<file path="config.mk">
export PLATFORM = sky130hd
export DESIGN_NAME = tabla_sweep_ctrl
export DESIGN_NICKNAME = d
export VERILOG_FILES = /design/src/rtl/tabla_sweep_ctrl.sv
export SDC_FILE = /design/constraint.sdc
export NUM_CORES = 1
export LEC_CHECK = 0
export CORE_UTILIZATION = 44
export DETAILED_ROUTE_END_ITERATION = 7
export PLACE_DENSITY_LB_ADDON = 0.05
export SYNTH_ARGS = -nofsm -noshare
export SYNTH_HDL_FRONTEND = slang
export SYNTH_SLANG_ARGS = --single-unit
</file>
<file path="constraint.sdc">
create_clock -name clk -period 2.25 [get_ports clk]
set_clock_uncertainty 0.1 [all_clocks]
set_input_delay 0.3375 -clock clk [delete_from_list [all_inputs] [get_ports clk]]
set_output_delay 0.3375 -clock clk [all_outputs]
set_load 0.02 [all_outputs]
</file>
<file path="src/rtl/tabla_sweep_ctrl.sv">
// Truth-table sweep sequencer: drives every input row into one selected unit, samples Y,
// and compares the table with a golden vector. Optional first-fail tracking: TABLA_FIRST_FAIL_EN.
module tabla_sweep_ctrl #(
  parameter int                 N_FUNCS    = 7,
  parameter logic [N_FUNCS-1:0] FUNC_3IN   = 7'b0100011,
  parameter int                 SETTLE_CYC = 1
) (
  input  logic               clk,
  input  logic               reset,
  input  logic               start,
  input  logic [2:0]         sel,
  input  logic [15:0]        expected,
  input  logic [N_FUNCS-1:0] func_y,
  output logic [3:0]         in_vec,
  output logic               busy,
  output logic               done,
  output logic               pass,
  output logic               bad_sel,
  output logic [15:0]        result,
  output logic [4:0]         err_count,
  output logic [3:0]         first_fail
);

  typedef enum logic [2:0] {S_IDLE, S_DRIVE, S_WAIT, S_SAMPLE, S_DONE} state_t;

  localparam logic [3:0] N_LIM       = 4'(N_FUNCS);
  localparam logic [3:0] SETTLE_LAST = 4'((SETTLE_CYC == 0) ? 0 : SETTLE_CYC - 1);

  state_t     state;
  logic [2:0] sel_reg;
  logic       three_in;
  logic [3:0] row;
  logic [3:0] settle;

  logic       sel_ok;
  logic       y;
  logic       row_bad;
  logic [3:0] last_row;

  assign sel_ok   = ({1'b0, sel} < N_LIM);
  assign y        = func_y[sel_reg];
  assign row_bad  = (y != expected[row]);
  assign last_row = three_in ? 4'd7 : 4'd15;

  always_ff @(posedge clk or posedge reset) begin
    if (reset) begin
      state     <= S_IDLE;
      sel_reg   <= 3'd0;
      three_in  <= 1'b0;
      row       <= 4'd0;
      settle    <= 4'd0;
      in_vec    <= 4'd0;
      busy      <= 1'b0;
      done      <= 1'b0;
      pass      <= 1'b0;
      bad_sel   <= 1'b0;
      result    <= 16'd0;
      err_count <= 5'd0;
    end else begin
      done <= 1'b0;
      case (state)
        S_IDLE: begin
          if (start) begin
            if (sel_ok) begin
              sel_reg   <= sel;
              three_in  <= FUNC_3IN[sel];
              result    <= 16'd0;
              err_count <= 5'd0;
              pass      <= 1'b0;
              bad_sel   <= 1'b0;
              row       <= 4'd0;
              busy      <= 1'b1;
              state     <= S_DRIVE;
            end else begin
              // Nonexistent unit: report straight away without touching the bus.
              bad_sel <= 1'b1;
              pass    <= 1'b0;
              state   <= S_DONE;
            end
          end
        end
        S_DRIVE: begin
          in_vec <= three_in ? {1'b0, row[2:0]} : row;
          settle <= 4'd0;
          state  <= (SETTLE_CYC == 0) ? S_SAMPLE : S_WAIT;
        end
        S_WAIT: begin
          settle <= settle + 4'd1;
          if (settle == SETTLE_LAST)
            state <= S_SAMPLE;
        end
        S_SAMPLE: begin
          result[row] <= y;
          if (row_bad)
            err_count <= err_count + 5'd1;
          if (row == last_row) begin
            in_vec <= 4'd0;
            state  <= S_DONE;
          end else begin
            row   <= row + 4'd1;
            state <= S_DRIVE;
          end
        end
        S_DONE: begin
          done   <= 1'b1;
          busy   <= 1'b0;
          pass   <= (err_count == 5'd0) && !bad_sel;
          in_vec <= 4'd0;
          state  <= S_IDLE;
        end
        default: state <= S_IDLE;
      endcase
    end
  end

`ifdef TABLA_FIRST_FAIL_EN
  logic [3:0] first_fail_reg;

  // The first mismatch is the one seen while err_count is still zero.
  always_ff @(posedge clk or posedge reset) begin
    if (reset)
      first_fail_reg <= 4'd0;
    else if (state == S_IDLE && start && sel_ok)
      first_fail_reg <= 4'd0;
    else if (state == S_SAMPLE && row_bad && err_count == 5'd0)
      first_fail_reg <= row;
  end

  assign first_fail = first_fail_reg;
`else
  assign first_fail = 4'd0;
`endif

endmodule

</file>
======== Yosys cells after proc, flatten, opt, wreduce, memory -nomap -nowiden ========
Memories as Yosys holds them, arrays and structs flattened. A register that Yosys moved wholly into a read port is not among the register bits.
Cells that the tools add are included.
cells by class
  add/sub/neg operators ................... 3
  reduce and logical (&&, ||, !) cells .... 19
  $lt $le $gt $ge ......................... 4
  mux-type cells .......................... 35
  equality and inequality tests ........... 12
operator list
  kind                                                                  number
  16-bit two-way mux                                                    2
  16-bit one-hot mux with 2 select lines                                1
  4-bit two-way mux                                                     6
  16-bit bitwise mux                                                    1
  4-bit one-hot mux with 2 select lines                                 2
  5-bit two-way mux                                                     3
  3-bit two-way mux                                                     4
  2-bit inequality test, second input constant                          6
  3-bit one-hot mux with 4 select lines                                 1
  4-bit one-hot mux with 3 select lines                                 1
  5-bit one-hot mux with 2 select lines                                 1
  3-bit AND reduction                                                   3
  4-bit by 1-bit adder with 4-bit output, second input constant         2
  1-bit two-way mux                                                     8
  2-bit AND reduction                                                   4
  4-bit AND reduction                                                   2
  3-bit by 2-bit == test with 1-bit output, second input constant       2
  2-bit nonzero test                                                    3
  5-bit by 1-bit adder with 5-bit output, second input constant         1
  5-bit zero test                                                       1
  4-bit by 5-bit < comparator with 1-bit output, second input constant  1
  1-bit binary-select mux with 4-bit select                             1
  1-bit demux with 4-bit select                                         1
  4-bit == test                                                         1
  13 further kinds                                                      15
word-level totals
  bits in registers ....................... 43
  memories kept ........................... 1
  memory bits (read-only) ................. 8
memories
  memory           words  bits a word  rd ports  clocked after Yosys merged registers in  write ports  RTL line  source
  (no name shown)  8      1            1         1                                        0            66        three_in <= FUNC_3IN[sel];

======== Logic depth before layout (Yosys ltp) ========
Gate-level depths: netlist of the first run.
  word-level depth ........................ 6
  mapped depth ............................ 8
  mapped depth without buffers ............ 6

======== Worst setup path before layout of the first run ========
Ideal clock, no wire load.
  path type ............................... register -> register
  start ................................... register row[0]
  end ..................................... register err_count[3]
  path buffers ............................ 1
  cell stages (with the launch flop) ...... 8
  period minus slack after synthesis ...... 2.198 ns
  data arrival time ....................... 2.020 ns
  setup slack ............................. 0.052 ns
  path through ............................ dfrtp_1 -> buf_6 -> mux4_2 -> a22oi_2 -> nand3_2 -> mux2i_4 -> or3_1 -> a21oi_1
on the way
  cells in the longest elaborated chain, start to end .. 5
ends and longest elaborated chain
  what                                       RTL line  source
  start, declared                            32        logic [3:0] row;
  start signal, assigned                     100       row <= row + 4'd1;
  1-bit binary-select mux with 4-bit select  42        assign row_bad = (y != expected[row]);
  1-bit two-way mux (not written as such)    42
  1-bit inequality test                      42
  2-bit inequality test (no line)            n/a
  4-bit AND reduction (no line)              n/a
  end signal, assigned                       95        err_count <= err_count + 5'd1;
  end, declared                              20        output logic [4:0] err_count,
No other way between the ends. The select of a mux whose other input is x is not followed.
A chain may end at the register's enable or synchronous reset.

======== Worst setup path after layout of the first run ========
Same ends and word-level chain as after synthesis.

==> results of run 1 <==
what timing repair did:
action	4_1_cts	5_1_grt
endpoints found under the setup margin	2	3
gates resized for setup	2	2
buffers inserted	1	0
hold buffers	0	0
pin swaps	2	5
synth_stat cells, drive strengths merged, types with 2 or more instances:
cell type | count | area [µm²]
nor4 | 2 | 12.5
clkbuf | 7 | 26.3
inv | 11 | 41.3
a211oi | 2 | 15.0
nor2b | 2 | 12.5
mux4 | 5 | 113
nand3b | 3 | 22.5
nand2b | 3 | 21.3
nand3 | 34 | 175
o22a | 4 | 35.0
buf | 11 | 75.1
or3 | 3 | 18.8
mux2i | 6 | 72.6
nor4b | 3 | 26.3
dfrtp | 44 | 1100
a21oi | 12 | 60.1
nor3 | 3 | 20.0
o21ai | 32 | 160
nor2 | 12 | 45.0
and2 | 3 | 18.8
nand4 | 4 | 25.0
a22o | 8 | 70.1
ha | 9 | 113
nand2 | 18 | 70.1
power by group through the flow:
stage,sequential [mW],combinational [mW],clock [mW]
3_5_place_dp,1.33,2.15,0
6_report,1.32,2.18,0.602
3_3_place_gp,1.33,2.13,0
5_1_grt,1.36,2.37,0.654
2_1_floorplan,1.41,1.29,0
4_1_cts,1.32,2.18,0.613
cell type report:
class	instances	area, µm²	share of cell area [%]
clock buffer	6	72.6	2.20
clock inverter	2	35.0	1.06
inverter	12	45.0	1.36
multi-input combinational	181	1210	36.5
sequential	44	1100	33.4
tap	70	87.6	2.65
timing repair buffer	79	752	22.8
layer usage:
layer	routed length, µm	track usage (%)	vias to the layer above
li1	-	-	1042
met1	2680	28.7	985
met2	2590	32.8	58
met3	278	4.19	5
met4	62	5.19	0
met5	0	0	-
path summary, 6_finish.rpt:
path	start	endpoint	depth (start not counted)	slack [ns]
worst max-delay path	row[0]$_DFFE_PP0P_	err_count[3]$_DFFE_PP0P_	7	0.08
worst min-delay path	reset	result[14]$_DFFE_PP0P_	3	0.29
worst max register to register	row[0]$_DFFE_PP0P_	err_count[3]$_DFFE_PP0P_	7	0.08
worst min register to register	result[14]$_DFFE_PP0P_	result[14]$_DFFE_PP0P_	2	0.40
max in group asynchronous	reset	row[0]$_DFFE_PP0P_	3	1.52
min in group clk	result[14]$_DFFE_PP0P_	result[14]$_DFFE_PP0P_	2	0.40
cell usage in the layout (no fill, tap or decap), types with 2 or more instances in the layout:
cell type,Yosys,final
clkdlybuf4s50_1,0,57
dfrtp_1,44,43
nand3_1,33,33
o21ai_0,30,30
buf_4,4,20
nand2_1,17,17
nor2_1,12,12
inv_1,11,11
a21oi_1,12,11
ha_1,9,9
a22o_1,8,8
mux2i_1,5,5
mux4_2,5,5
clkbuf_8,0,5
o22a_1,4,4
nand4_1,4,4
conb_1,1,4
nand3b_1,3,3
and2_1,3,3
nor4b_1,3,3
nand2b_1,2,2
nor3_1,2,2
nor2b_1,2,2
a211oi_1,2,2
nor4_1,2,2
or3_1,3,2
o21ai_1,2,2
critical path, delay by kind of cell, from the launching register on:
family	cells	cell delay, ns
mux	2	0.74
simple gates	3	0.57
flops	1	0.44
buf+inv	1	0.14
compound gates	1	0.12
logic make-up (layout without fill, tap and decap cells):
logic type      after synthesis  count (layout)
xor+xnor                      2               2
compound gates               63              63
flops                        44              44
mux                          11              11
simple gates                 92              92
other cells                   1               4
buf+inv                      30              99
fa+ha+maj                     9               9
stage by stage:
step / cell area, µm² / util (%) / TNS (ns)
2_1_floorplan: 2440 / - / 0
3_3_place_gp: 3170 / 60.9 / -0.756
3_5_place_dp: 3170 / 60.9 / -0.877
4_1_cts: 3290 / 63.2 / 0
5_1_grt: 3300 / 63.4 / -0.0354
6_report: 3300 / 63.4 / 0
==> metrics.txt, run 1 <==
pre-CTS setup slack=-0.248 ns; grt total ovfl=0; WP data arrival=2.30 ns; max reg flops=16; Die ar.=0.00583 mm²; Distinct cells, synth=44; post-synthesis xor/xnor area fraction=0.720%; Worst Path Max Fanout=6; first-pass GRT wire length=9470 µm; number of fill cells=434; Syn Area/Cell=9.66 µm²; register share of total power=32.2%; CP max stage delay=0.50 ns; Worst path slowest cell=mux4_2; CP Data Required Time=2.38 ns; Setup-failing EPs final=0; Placed Cells=385; Peak Freq=460 MHz; Leakage=1.41 nW; maximum VDD drop=0.711 mV; largest family of logic cells by synthesized area=simple AND/OR/NAND/NOR gates; GRT Util Overall=20.6%; Clock transition at path regs=0.08 ns; mux contribution to synthesized area=7.61%; die width=76.4 µm; die height=76.4 µm; Simple-Gate Fraction of Synth Area=19.8%; Area Overhead vs Synth=35.6%; Pwr per Cell Area=1240 mW/mm²; CTS tree=built; HPWL Detailed=4140 µm; # rows=26; Crit Path Class=reg -> reg; layout cell share with drive strength beyond 1=13.3%; Post-synth EDFFs=0; # port buffers=57; Final Cycle Share=96.6%; Pre-antenna DRT Iters=4; antenna-violating nets left=0; Initial Util=46.8%; Top reg by flops=result; flops & latches, synth=44; final worst path period need=2.17 ns; worst-case clock buffer depth=2; DRT iter0 DRCs=115; Net Sw Frac=40.8%; io pins=62; Cell Count, Final, Fillers Out=394; wire per inst=14.2 µm; hold_ws=0.292 ns; # H-tree levels=2; CORE AREA=0.00520 mm²; Post-Syn Instances=252; Avg Vias per Cell=5.30; Clock Sinks=44; final setup margin=0.0760 ns; Synth Flop Type=dfrtp_1; async set-reset flop share out of synthesis=100%; status=complete, no violations; detailed-route via count=2,090; Final Net Count=361; vias in the first global route=1,941; Psw=1.67 mW; sequential share of the synthesized area=45.2%; clock network power share=14.7%; # diodes=0; power after layout=4.10 mW; RSZ-0062 raised after global routing=true; DRC=0; initial antenna violation count=0; Max Slew Vio Count=0; drt total wl=5610 µm; CP Capture Type=flop; Compound-Gate Fraction of Synth Area=15.8%; CTS root buf=clkbuf_8; worst skew pair latency=0.30 ns; adder-cell area share of the yosys netlist=4.63%; worst-path cell chain=buf_6 -> mux4_2 -> nand3b_1 -> nand3_2 -> mux2i_4 -> or3_4 -> a21oi_2; Synth Warn #=0; Max Cap Viol=0; Largest regs=result: 16 flops, err_count: 5 flops; Final Hold Vio Count=0; HP Class=in -> async; largest net degree at the start of global routing=45; Logic pwr share=53.1%; synthesized area=0.00243 mm²; Num CTS Buffers=5; Int Pwr=2.42 mW; gpl congestion=0.817; Startpoint Class=flop
No activity file was read; power rests on OpenSTA's default activity.
==> inputs of run 2 (changes only) <==
--- a/config.mk
+++ b/config.mk
@@ -7,6 +7,7 @@
 export LEC_CHECK = 0
 export CORE_UTILIZATION = 44
 export DETAILED_ROUTE_END_ITERATION = 7
+export GPL_ROUTABILITY_DRIVEN = 0
 export PLACE_DENSITY_LB_ADDON = 0.05
 export SYNTH_ARGS = -nofsm -noshare
 export SYNTH_HDL_FRONTEND = slang
==> results of run 2 <==
No change in the layout: final DEF, timing and power equal those of run 1.
